$ cat src/rtl/fp_div_operand_loader.sv
// Byte-serial operand loader for the combinational fp_division block: assembles
// dividend/divisor from a valid/ready byte stream, waits for settle, captures the quotient.
module fp_div_operand_loader #(
  parameter int unsigned SETTLE_CYCLES = 2
) (
  input  logic        clk,
  input  logic        rst,
  input  logic [7:0]  byte_in,
  input  logic        byte_valid,
  input  logic        byte_sof,
  output logic        byte_ready,
  output logic [31:0] op_a,
  output logic [31:0] op_b,
  input  logic [31:0] div_out,
  output logic [31:0] res,
  output logic        res_valid,
  input  logic        res_ready,
  output logic        div_by_zero,
  output logic        busy
);

  typedef enum logic [1:0] {
    ST_LOAD   = 2'd0,
    ST_SETTLE = 2'd1,
    ST_DONE   = 2'd2
  } state_t;

  localparam logic [3:0] SETTLE_INIT = 4'(SETTLE_CYCLES - 1);

  // Sign bit is ignored so that both +0 and -0 divisors are flagged.
  function automatic logic mag_is_zero(input logic [31:0] v);
    return (v[30:0] == 31'd0);
  endfunction

  state_t      state_r, state_s;
  logic [2:0]  idx_r, idx_s, eff_idx_s;
  logic [3:0]  cnt_r, cnt_s;
  logic [31:0] op_a_r, op_a_s, op_b_r, op_b_s, res_r, res_s;
  logic        res_valid_r, res_valid_s;
  logic        ready_r, ready_s;
  logic        dbz_r, dbz_s;
  logic        accept_s;

  // Next state, operand byte steering, settle countdown and result capture
  always_comb begin
    state_s     = state_r;
    idx_s       = idx_r;
    cnt_s       = cnt_r;
    op_a_s      = op_a_r;
    op_b_s      = op_b_r;
    res_s       = res_r;
    res_valid_s = res_valid_r;
    ready_s     = ready_r;
    dbz_s       = dbz_r;
    accept_s    = byte_valid && ready_r;
    eff_idx_s   = byte_sof ? 3'd0 : idx_r;
    case (state_r)
      ST_LOAD: begin
        ready_s = 1'b1;
        if (accept_s) begin
          case (eff_idx_s)
            3'd0:    op_a_s[31:24] = byte_in;
            3'd1:    op_a_s[23:16] = byte_in;
            3'd2:    op_a_s[15:8]  = byte_in;
            3'd3:    op_a_s[7:0]   = byte_in;
            3'd4:    op_b_s[31:24] = byte_in;
            3'd5:    op_b_s[23:16] = byte_in;
            3'd6:    op_b_s[15:8]  = byte_in;
            3'd7:    op_b_s[7:0]   = byte_in;
            default: op_a_s        = op_a_r;
          endcase
          if (eff_idx_s == 3'd7) begin
            state_s = ST_SETTLE;
            idx_s   = 3'd0;
            cnt_s   = SETTLE_INIT;
            ready_s = 1'b0;
          end else begin
            idx_s = eff_idx_s + 3'd1;
          end
        end else begin
          idx_s = idx_r;
        end
      end
      ST_SETTLE: begin
        ready_s = 1'b0;
        if (cnt_r == 4'd0) begin
          state_s     = ST_DONE;
          res_s       = div_out;
          dbz_s       = mag_is_zero(op_b_r);
          res_valid_s = 1'b1;
        end else begin
          cnt_s = cnt_r - 4'd1;
        end
      end
      ST_DONE: begin
        if (res_ready) begin
          state_s     = ST_LOAD;
          res_valid_s = 1'b0;
          ready_s     = 1'b1;
        end else begin
          state_s = ST_DONE;
        end
      end
      default: begin
        state_s     = ST_LOAD;
        idx_s       = 3'd0;
        res_valid_s = 1'b0;
        ready_s     = 1'b0;
      end
    endcase
  end

  // State and datapath registers
  always_ff @(posedge clk or posedge rst) begin
    if (rst) begin
      state_r     <= ST_LOAD;
      idx_r       <= 3'd0;
      cnt_r       <= 4'd0;
      op_a_r      <= 32'd0;
      op_b_r      <= 32'd0;
      res_r       <= 32'd0;
      res_valid_r <= 1'b0;
      ready_r     <= 1'b0;
      dbz_r       <= 1'b0;
    end else begin
      state_r     <= state_s;
      idx_r       <= idx_s;
      cnt_r       <= cnt_s;
      op_a_r      <= op_a_s;
      op_b_r      <= op_b_s;
      res_r       <= res_s;
      res_valid_r <= res_valid_s;
      ready_r     <= ready_s;
      dbz_r       <= dbz_s;
    end
  end

  assign byte_ready  = ready_r;
  assign op_a        = op_a_r;
  assign op_b        = op_b_r;
  assign res         = res_r;
  assign res_valid   = res_valid_r;
  assign div_by_zero = dbz_r;
  assign busy        = (state_r != ST_LOAD);

endmodule

$ cat config.mk
export PLATFORM = sky130hd
export DESIGN_NAME = fp_div_operand_loader
export DESIGN_NICKNAME = d
export VERILOG_FILES = /design/src/rtl/fp_div_operand_loader.sv
export SDC_FILE = /design/constraint.sdc
export NUM_CORES = 1
export LEC_CHECK = 0
export CELL_PAD_IN_SITES_DETAIL_PLACEMENT = 1
export CELL_PAD_IN_SITES_GLOBAL_PLACEMENT = 1
export CORE_AREA = 4 4 121 134
export CTS_CLUSTER_DIAMETER = 200
export DETAILED_ROUTE_END_ITERATION = 16
export DIE_AREA = 0 0 125 138
export PLACE_DENSITY = 0.74
export SLEW_MARGIN = 0
export SYNTH_ARGS = -nofsm -noshare
export SYNTH_HDL_FRONTEND = slang
export SYNTH_SLANG_ARGS = --single-unit
$ cat constraint.sdc
create_clock -name clk -period 3.34 [get_ports clk]
set_input_delay 0.501 -clock clk [delete_from_list [all_inputs] [get_ports clk]]
set_output_delay 0.501 -clock clk [all_outputs]
set_load 0.02 [all_outputs]
==> parameters.txt, run 1 <==
Parameter                              Value

Timing
  Setup TNS Final ... 0 ns
  Unrepaired setup endpoints after global routing ... no
  Fmax ... 411 MHz
  Minimum clock period ... 2.43 ns
  Pin slew with the least headroom to its limit ... 1.04 ns
  Tightest slew margin relative to the limit ... 0.307
  Final count of negative-setup-slack endpoints ... 0
  Count of pins over their slew limit ... 0
  Worst-case clock skew ... 0.00789 ns
  Hold Violations, Final ... 0
  Final period utilization ... 0.729

Clock tree
  Buffer type at the clock tree root ... sky130_fd_sc_hd__clkbuf_16
  Clock tree from TritonCTS ... built
  Clock insertion delay at the later pin of the skew report ... 0.35 ns
  Clock net sink count ... 108
  Max clock buf depth ... 2
  Resized cells post-CTS ... 0
  Number of CTS-inserted buffers ... 9
  Post-CTS Setup Bufs ... 0
  Cts-stage hold buffer count ... 0
  Clock transition at the registers of the reported paths ... 0.07 ns
  Number of H-tree levels ... 3

Floorplan
  Floorplan die area ... 17300 sq um
  Die span in x ... 125 um
  Cell row count ... 47
  Initial Util ... 0.293
  Top Ports ... 145
  Core Area ... 14900 sq um
  Die Y ... 138 um

Logic synthesis
  Number of synthesized flops with an enable pin ... 0
  Most frequently used cell type in the post-synthesis netlist ... sky130_fd_sc_hd__dfrtp_1
  Proportion of synthesized flip-flops having asynchronous set or reset ... 1.00
  Distinct cell type count after synthesis ... 32
  Area leader, netlist ... sky130_fd_sc_hd__dfrtp_1
  Fraction of the yosys area taken by sequential cells ... 0.618
  Cells taking the most area after synthesis ... sky130_fd_sc_hd__dfrtp_1 62%, sky130_fd_sc_hd__mux2_2 24%, sky130_fd_sc_hd__ha_1 2.9%, sky130_fd_sc_hd__nor4_1 1.0%, sky130_fd_sc_hd__inv_1 0.94%
  Area share of the largest cell type after synthesis ... 0.618
  Main flop type after synthesis ... sky130_fd_sc_hd__dfrtp_1
  Post-synthesis register bit count ... 108
  Cells after Synth ... 295
  Mean instance size in the synthesized netlist ... 14.8 sq um
  Post-synthesis net count ... 350
  Post-synthesis instance area ... 4370 sq um
  Warnings from Yosys ... 0
  Leading cell types by count after synthesis ... 108 x sky130_fd_sc_hd__dfrtp_1, 94 x sky130_fd_sc_hd__mux2_2, 11 x sky130_fd_sc_hd__inv_1, 10 x sky130_fd_sc_hd__ha_1

Drt
  Initial drt markers ... 52
  Via density per instance ... 4.65
  Number of iterations in the first detailed-routing pass ... 3
  Routed Wire Length ... 11.9 mm
  Count of antenna-violating nets left after detailed routing ... 0
  DRC violation count after routing ... 0
  Avg WL per Cell ... 18.3 um
  DR vias ... 3020

GRT
  Global route overflow ... 0
  Initial antenna violation count ... 0
  Pin count of the biggest net entering global routing ... 48
  Wire length of the first global-routing pass ... 19.4 mm
  Total routing resource utilization after global routing ... 0.140
  Number of global-route vias before repair ... 3392

Placement
  RD Place Congestion ... 0.776
  Number of I/O port buffers ... 144
  Final HPWL from detailed placement ... 8.93 mm

Setup path
  Startpoint class of the critical path ... flip-flop
  Critical setup path kind ... flip-flop to output pin
  Arrival time at the worst endpoint ... 1.93 ns
  Element type at the critical path end ... output pin
  Critical Path Fanout Max ... 13
  Required time of the critical path ... 2.84 ns

Pwr
  IR Drop Worst-Case VDD ... 0.426 mV
  Pwr/cell area ... 717 nW/um^2
  Total leakage power ... 2.76 nW

Final layout
  P&R area growth vs syn ... 46.1%
  Final-stage net count ... 503
  Ratio of cells with drive above 1 in the final layout ... 0.265
  Count of filler cells inserted in the layout ... 1569
  Diode count ... 0
  Util after Layout ... 0.428
  Sequential standard cell area ... 2700 sq um
  Multi-input logic area ... 1610 sq um

Job
  Max-cap violations ... 0

Outcome
  Run status ... finished clean

Hold path
  Hold Crit Class ... flip-flop to flip-flop
## kinds of logic (layout without fill, tap and decap cells)
| family | count (synthesis) | in the layout | synth area share |
|---|---|---|---|
| AO/OA/AOI/OAI | 20 | 20 | 0.0312 |
| adder cells (fa/ha/maj) | 10 | 10 | 0.0286 |
| buffers and inverters | 17 | 175 | 0.0180 |
| flip-flops | 108 | 108 | 0.618 |
| multiplexers | 97 | 97 | 0.250 |
| AND/OR/NAND/NOR | 43 | 43 | 0.0544 |
## flip-flops by register name, summed over array words and instances, names as in the netlist
register     cells
op_a            32
div_by_zero      1
res_valid        1
state_r          2
res             32
idx_r            3
cnt_r            4
byte_ready       1
op_b            32
## metrics by stage
| step | cell area [sq um] | setup WS [ns] | power (W) | cells | hold slack [ns] |
|---|---|---|---|---|---|
| final | 6390 | 0.906 | 0.00458 | 649 | 0.503 |
| after global routing | 6390 | 0.794 | 0.00483 | 649 | 0.519 |
| after CTS | 6390 | 0.878 | 0.00465 | 649 | 0.512 |
| after detailed placement | 6080 | 0.687 | 0.00352 | 633 | 0.493 |
| after global placement | 6080 | 0.792 | 0.00347 | 633 | 0.481 |
| after floorplan | 4380 | 1.37 | 0.00264 | 295 | 0.458 |
## power by group
| part | leakage [nW] | internal [W] | total, W | switching [W] |
|---|---|---|---|---|
| logic | 1.26 | 0.000855 | 0.00167 | 0.000811 |
| clock network | 0.141 | 0.000593 | 0.00110 | 0.000511 |
| registers | 1.36 | 0.00162 | 0.00181 | 0.000193 |
## final timing paths
kind	start	cells after the start	slack (ns)	to
max	state_r[0]	4	0.91	busy
min	res_valid	1	0.50	res_valid
max reg2reg	state_r[0]	6	1.13	op_a[29]
min reg2reg	res_valid	1	0.50	res_valid
max in group asynchronous	rst	3	1.82	op_b[27]
min in group asynchronous	rst	2	0.75	res[7]
## per-layer routing
metal | vias up | wire length (um) | global-route usage
li1 | 1368 | - | -
met1 | 1527 | 5070 | 0.170
met2 | 112 | 5710 | 0.231
met3 | 13 | 968 | 0.0544
met4 | 0 | 159 | 0.0462
met5 | - | 0 | 0
## cell type report
type                       count  share of cell area
clock buffer                   9              0.0352
timing repair buffer         148               0.232
clock inverter                 7              0.0127
tap                          196              0.0384
sequential                   108               0.423
multi-input combinational    170               0.251
inverter                      11             0.00705
## cell usage in the layout (no fill, tap or decap), types with 4 or more instances in the layout
cell                              Yosys  final
sky130_fd_sc_hd__o21ai_0              7      7
sky130_fd_sc_hd__clkdlybuf4s50_1      0    144
sky130_fd_sc_hd__nand2_1              7      7
sky130_fd_sc_hd__clkbuf_16            0      9
sky130_fd_sc_hd__inv_1               11     10
sky130_fd_sc_hd__ha_1                10     10
sky130_fd_sc_hd__nor4_1               7      7
sky130_fd_sc_hd__nor2_1               6      6
sky130_fd_sc_hd__dfrtp_1            108    108
sky130_fd_sc_hd__clkinvlp_4           0      4
sky130_fd_sc_hd__mux2_2              94     94
sky130_fd_sc_hd__nand4_1              4      4
## worst max-delay path: stages, from the launching register on
cell and delay [ns]:
sky130_fd_sc_hd__dfrtp_1 0.41, sky130_fd_sc_hd__inv_1 0.12, sky130_fd_sc_hd__ha_1 0.43, sky130_fd_sc_hd__inv_1 0.08
sky130_fd_sc_hd__clkdlybuf4s50_1 0.55
Power figures use the tool's default switching activity.
==> run 2: changes to the inputs <==
--- a/config.mk
+++ b/config.mk
@@ -11,7 +11,7 @@
 export CTS_CLUSTER_DIAMETER = 200
 export DETAILED_ROUTE_END_ITERATION = 16
 export DIE_AREA = 0 0 125 138
-export PLACE_DENSITY = 0.74
+export PLACE_DENSITY = 0.72
 export SLEW_MARGIN = 0
 export SYNTH_ARGS = -nofsm -noshare
 export SYNTH_HDL_FRONTEND = slang
==> constraint.sdc (replaced) <==
create_clock -name clk -period 2.4 [get_ports clk]
set_input_delay 0.36 -clock clk [delete_from_list [all_inputs] [get_ports clk]]
set_output_delay 0.36 -clock clk [all_outputs]
set_load 0.02 [all_outputs]
==> run 2 against run 1 <==
Utilization rose by 0.31 points. Sequential cell count did not move. Die area stayed put. Design area rose by 0.72%. Register-to-register slack worse by 0.73 ns. Largest cell class unchanged. Highest routed layer unchanged. Clock-buffer cell count is 2 higher. Largest power group unchanged. Power grew 39%.
==> parameters.txt, run 2 (same netlist as run 1, synthesis figures left out) <==
Parameter                              Value

Setup path
  Sequence of cells on the critical path ... inv_1 > ha_1 > buf_4 > inv_1 > clkdlybuf4s50_1
  Startpoint class of the critical path ... flip-flop
  Slowest Stage Delay on Critical Path ... 0.59 ns (+0.04 ns)
  Required time of the critical path ... 2.04 ns (-0.80 ns)
  Critical setup path kind ... flip-flop to output pin
  Critical Path Fanout Max ... 12 (-1)
  Arrival time at the worst endpoint ... 1.87 ns (-0.06 ns)
  Most Frequent Cell on Critical Path ... sky130_fd_sc_hd__inv_1
  Slowest stage cell on the critical path ... sky130_fd_sc_hd__clkdlybuf4s50_1
  Element type at the critical path end ... output pin

Floorplan
  Die Y ... 138 um (unchanged)
  Core Area ... 14900 sq um (unchanged)
  Floorplan die area ... 17300 sq um (unchanged)
  Initial Util ... 0.293 (unchanged)
  Die span in x ... 125 um (unchanged)
  Top Ports ... 145 (unchanged)
  Cell row count ... 47 (unchanged)

Clock tree
  Clock tree from TritonCTS ... built
  Clock transition at the registers of the reported paths ... 0.07 ns (about the same)
  Cts-stage hold buffer count ... 0 (unchanged)
  Resized cells post-CTS ... 0 (unchanged)
  Clock net sink count ... 108 (unchanged)
  Post-CTS Setup Bufs ... 0 (unchanged)
  Buffer type at the clock tree root ... sky130_fd_sc_hd__clkbuf_16
  Max clock buf depth ... 2 (unchanged)
  Clock insertion delay at the later pin of the skew report ... 0.35 ns (about the same)
  Number of H-tree levels ... 3 (unchanged)
  Number of CTS-inserted buffers ... 9 (unchanged)

GRT
  Wire length of the first global-routing pass ... 19.5 mm (+0.68%)
  Total routing resource utilization after global routing ... 0.144 (+0.00311)
  Pin count of the biggest net entering global routing ... 34 (-29%)
  Initial antenna violation count ... 0 (unchanged)
  Global route overflow ... 0 (unchanged)
  Number of global-route vias before repair ... 3374 (-0.53%)

Final layout
  Most frequent standard cell in the layout excluding fill and tap cells ... sky130_fd_sc_hd__clkdlybuf4s50_1
  Ratio of cells with drive above 1 in the final layout ... 0.271 (+0.00584)
  Final-stage net count ... 508 (+0.99%)
  Summed area of non-filler cells in the final layout ... 6440 sq um (+0.72%)
  Count of filler cells inserted in the layout ... 1548 (-1.3%)
  Number of cells in the finished layout apart from fillers ... 654 (+0.77%)
  Commonest cells after routing, fill and taps aside ... 144 x sky130_fd_sc_hd__clkdlybuf4s50_1, 108 x sky130_fd_sc_hd__dfrtp_1, 94 x sky130_fd_sc_hd__mux2_2
  P&R area growth vs syn ... 47.2%
  Diode count ... 0 (unchanged)

Timing
  Final count of negative-setup-slack endpoints ... 0 (unchanged)
  Final period utilization ... 0.930
  Setup TNS Final ... 0 ns (unchanged)
  Minimum clock period ... 2.23 ns
  Fmax ... 448 MHz
  Tightest slew margin relative to the limit ... 0.653 (+0.346)
  Pin slew with the least headroom to its limit ... 0.519 ns (-0.518 ns)
  Hold Violations, Final ... 0 (unchanged)
  Final worst setup slack ... 0.169 ns (-0.737 ns)
  Unrepaired setup endpoints after global routing ... no
  Count of pins over their slew limit ... 0 (unchanged)
  Worst-case clock skew ... 0.00694 ns (-0.000950 ns)

Pwr
  IR Drop Worst-Case VDD ... 0.595 mV (+39%)
  Total leakage power ... 2.79 nW (+1.1%)
  Switching power summed over all nets ... 0.00205 W (+36%)
  Switching share of power ... 0.324 (-0.00707)
  Pwr/cell area ... 986 nW/um^2 (+38%)
  P_int ... 0.00429 W (+40%)
  Sequential share of power ... 0.397 (+0.002)
  Power share of the combinational group ... 0.363 (about the same)
  Clock network fraction of design power ... 0.239 (-0.002)

Job
  Max-cap violations ... 0 (unchanged)

Placement
  Setup slack after placement ... -0.0928 ns (-0.779 ns)
  Number of I/O port buffers ... 144 (unchanged)
  Final HPWL from detailed placement ... 9.03 mm (+1.1%)
  RD Place Congestion ... 0.752 (-3.1%)
  Post-DP Area ... 6130 sq um (+0.82%)
  Cell count after placement ... 638 (+0.79%)

Hold path
  Hold Crit Class ... input pin to async pin

Drt
  Routed Wire Length ... 12.1 mm (+1.6%)
  DR vias ... 3037 (+0.56%)
  Number of iterations in the first detailed-routing pass ... 4 (+1)
  Avg WL per Cell ... 18.5 um (+0.83%)
  Initial drt markers ... 103 (+98%)
  DRC violation count after routing ... 0 (unchanged)
  Via density per instance ... 4.64 (-0.21%)
  Count of antenna-violating nets left after detailed routing ... 0 (unchanged)

Outcome
  Run status ... finished clean
==> run 2: changes by cell type in the layout (fill, tap and decap cells not counted) <==
cell                         change
sky130_fd_sc_hd__inv_8           -1
sky130_fd_sc_hd__clkbuf_1        +1
sky130_fd_sc_hd__buf_12          +1
sky130_fd_sc_hd__clkinvlp_4      -2
sky130_fd_sc_hd__clkinv_2        +1
sky130_fd_sc_hd__clkinv_4        +1
sky130_fd_sc_hd__clkbuf_8        +1
sky130_fd_sc_hd__inv_6           -1
sky130_fd_sc_hd__buf_4           +4
==> run 2: path summary, 6_finish.rpt <==
path | end | slack (ns) | depth (start not counted) | startpoint
max | busy | 0.17 | 5 | state_r[0]
min | op_b[9] | 0.41 | 2 | rst
max reg2reg | state_r[1] | 0.40 | 7 | idx_r[0]
min reg2reg | idx_r[0] | 0.50 | 1 | idx_r[0]
max in group asynchronous | op_a[7] | 1.25 | 3 | rst
min in group clk | idx_r[0] | 0.50 | 1 | idx_r[0]
==> run 2: stage by stage <==
stage	hold slack, ns	power [W]	util
finish	0.412	0.00634	0.431
global route	0.451	0.00672	0.431
CTS	0.419	0.00646	0.431
detailed placement	0.483	0.00488	0.411
global placement	0.485	0.00482	0.411
floorplan	0.458	0.00368	-
==> run 2: worst max-delay path, delay by kind of cell, from the launching register on <==
family,cells,cell delay (ns)
buf+inv,4,0.92
fa+ha+maj,1,0.22
flops,1,0.39
==> run 2: per-layer routing <==
layer  global-route usage  wire, um
met5                    0         0
met4               0.0479       190
met1                0.181      5340
met3               0.0505       892
met2                0.231      5670
==> run 2: power groups by stage <==
stage | registers (W) | clock network, W | logic [W]
after global placement | 0.00253 | 0 | 0.00229
after CTS | 0.00253 | 0.00159 | 0.00235
final | 0.00252 | 0.00152 | 0.00231
after global routing | 0.00258 | 0.00168 | 0.00246
after floorplan | 0.00300 | 0 | 0.000675
after detailed placement | 0.00255 | 0 | 0.00233
==> run 2: area by class of cell <==
| type | instances | area (sq um) | share of cell area |
|---|---|---|---|
| sequential | 108 | 2700 | 0.420 |
| multi-input combinational | 170 | 1610 | 0.250 |
| timing repair buffer | 153 | 1530 | 0.238 |
| tap | 196 | 245 | 0.0381 |
| clock buffer | 11 | 243 | 0.0377 |
| clock inverter | 5 | 60.1 | 0.00933 |
| inverter | 11 | 45.0 | 0.00700 |
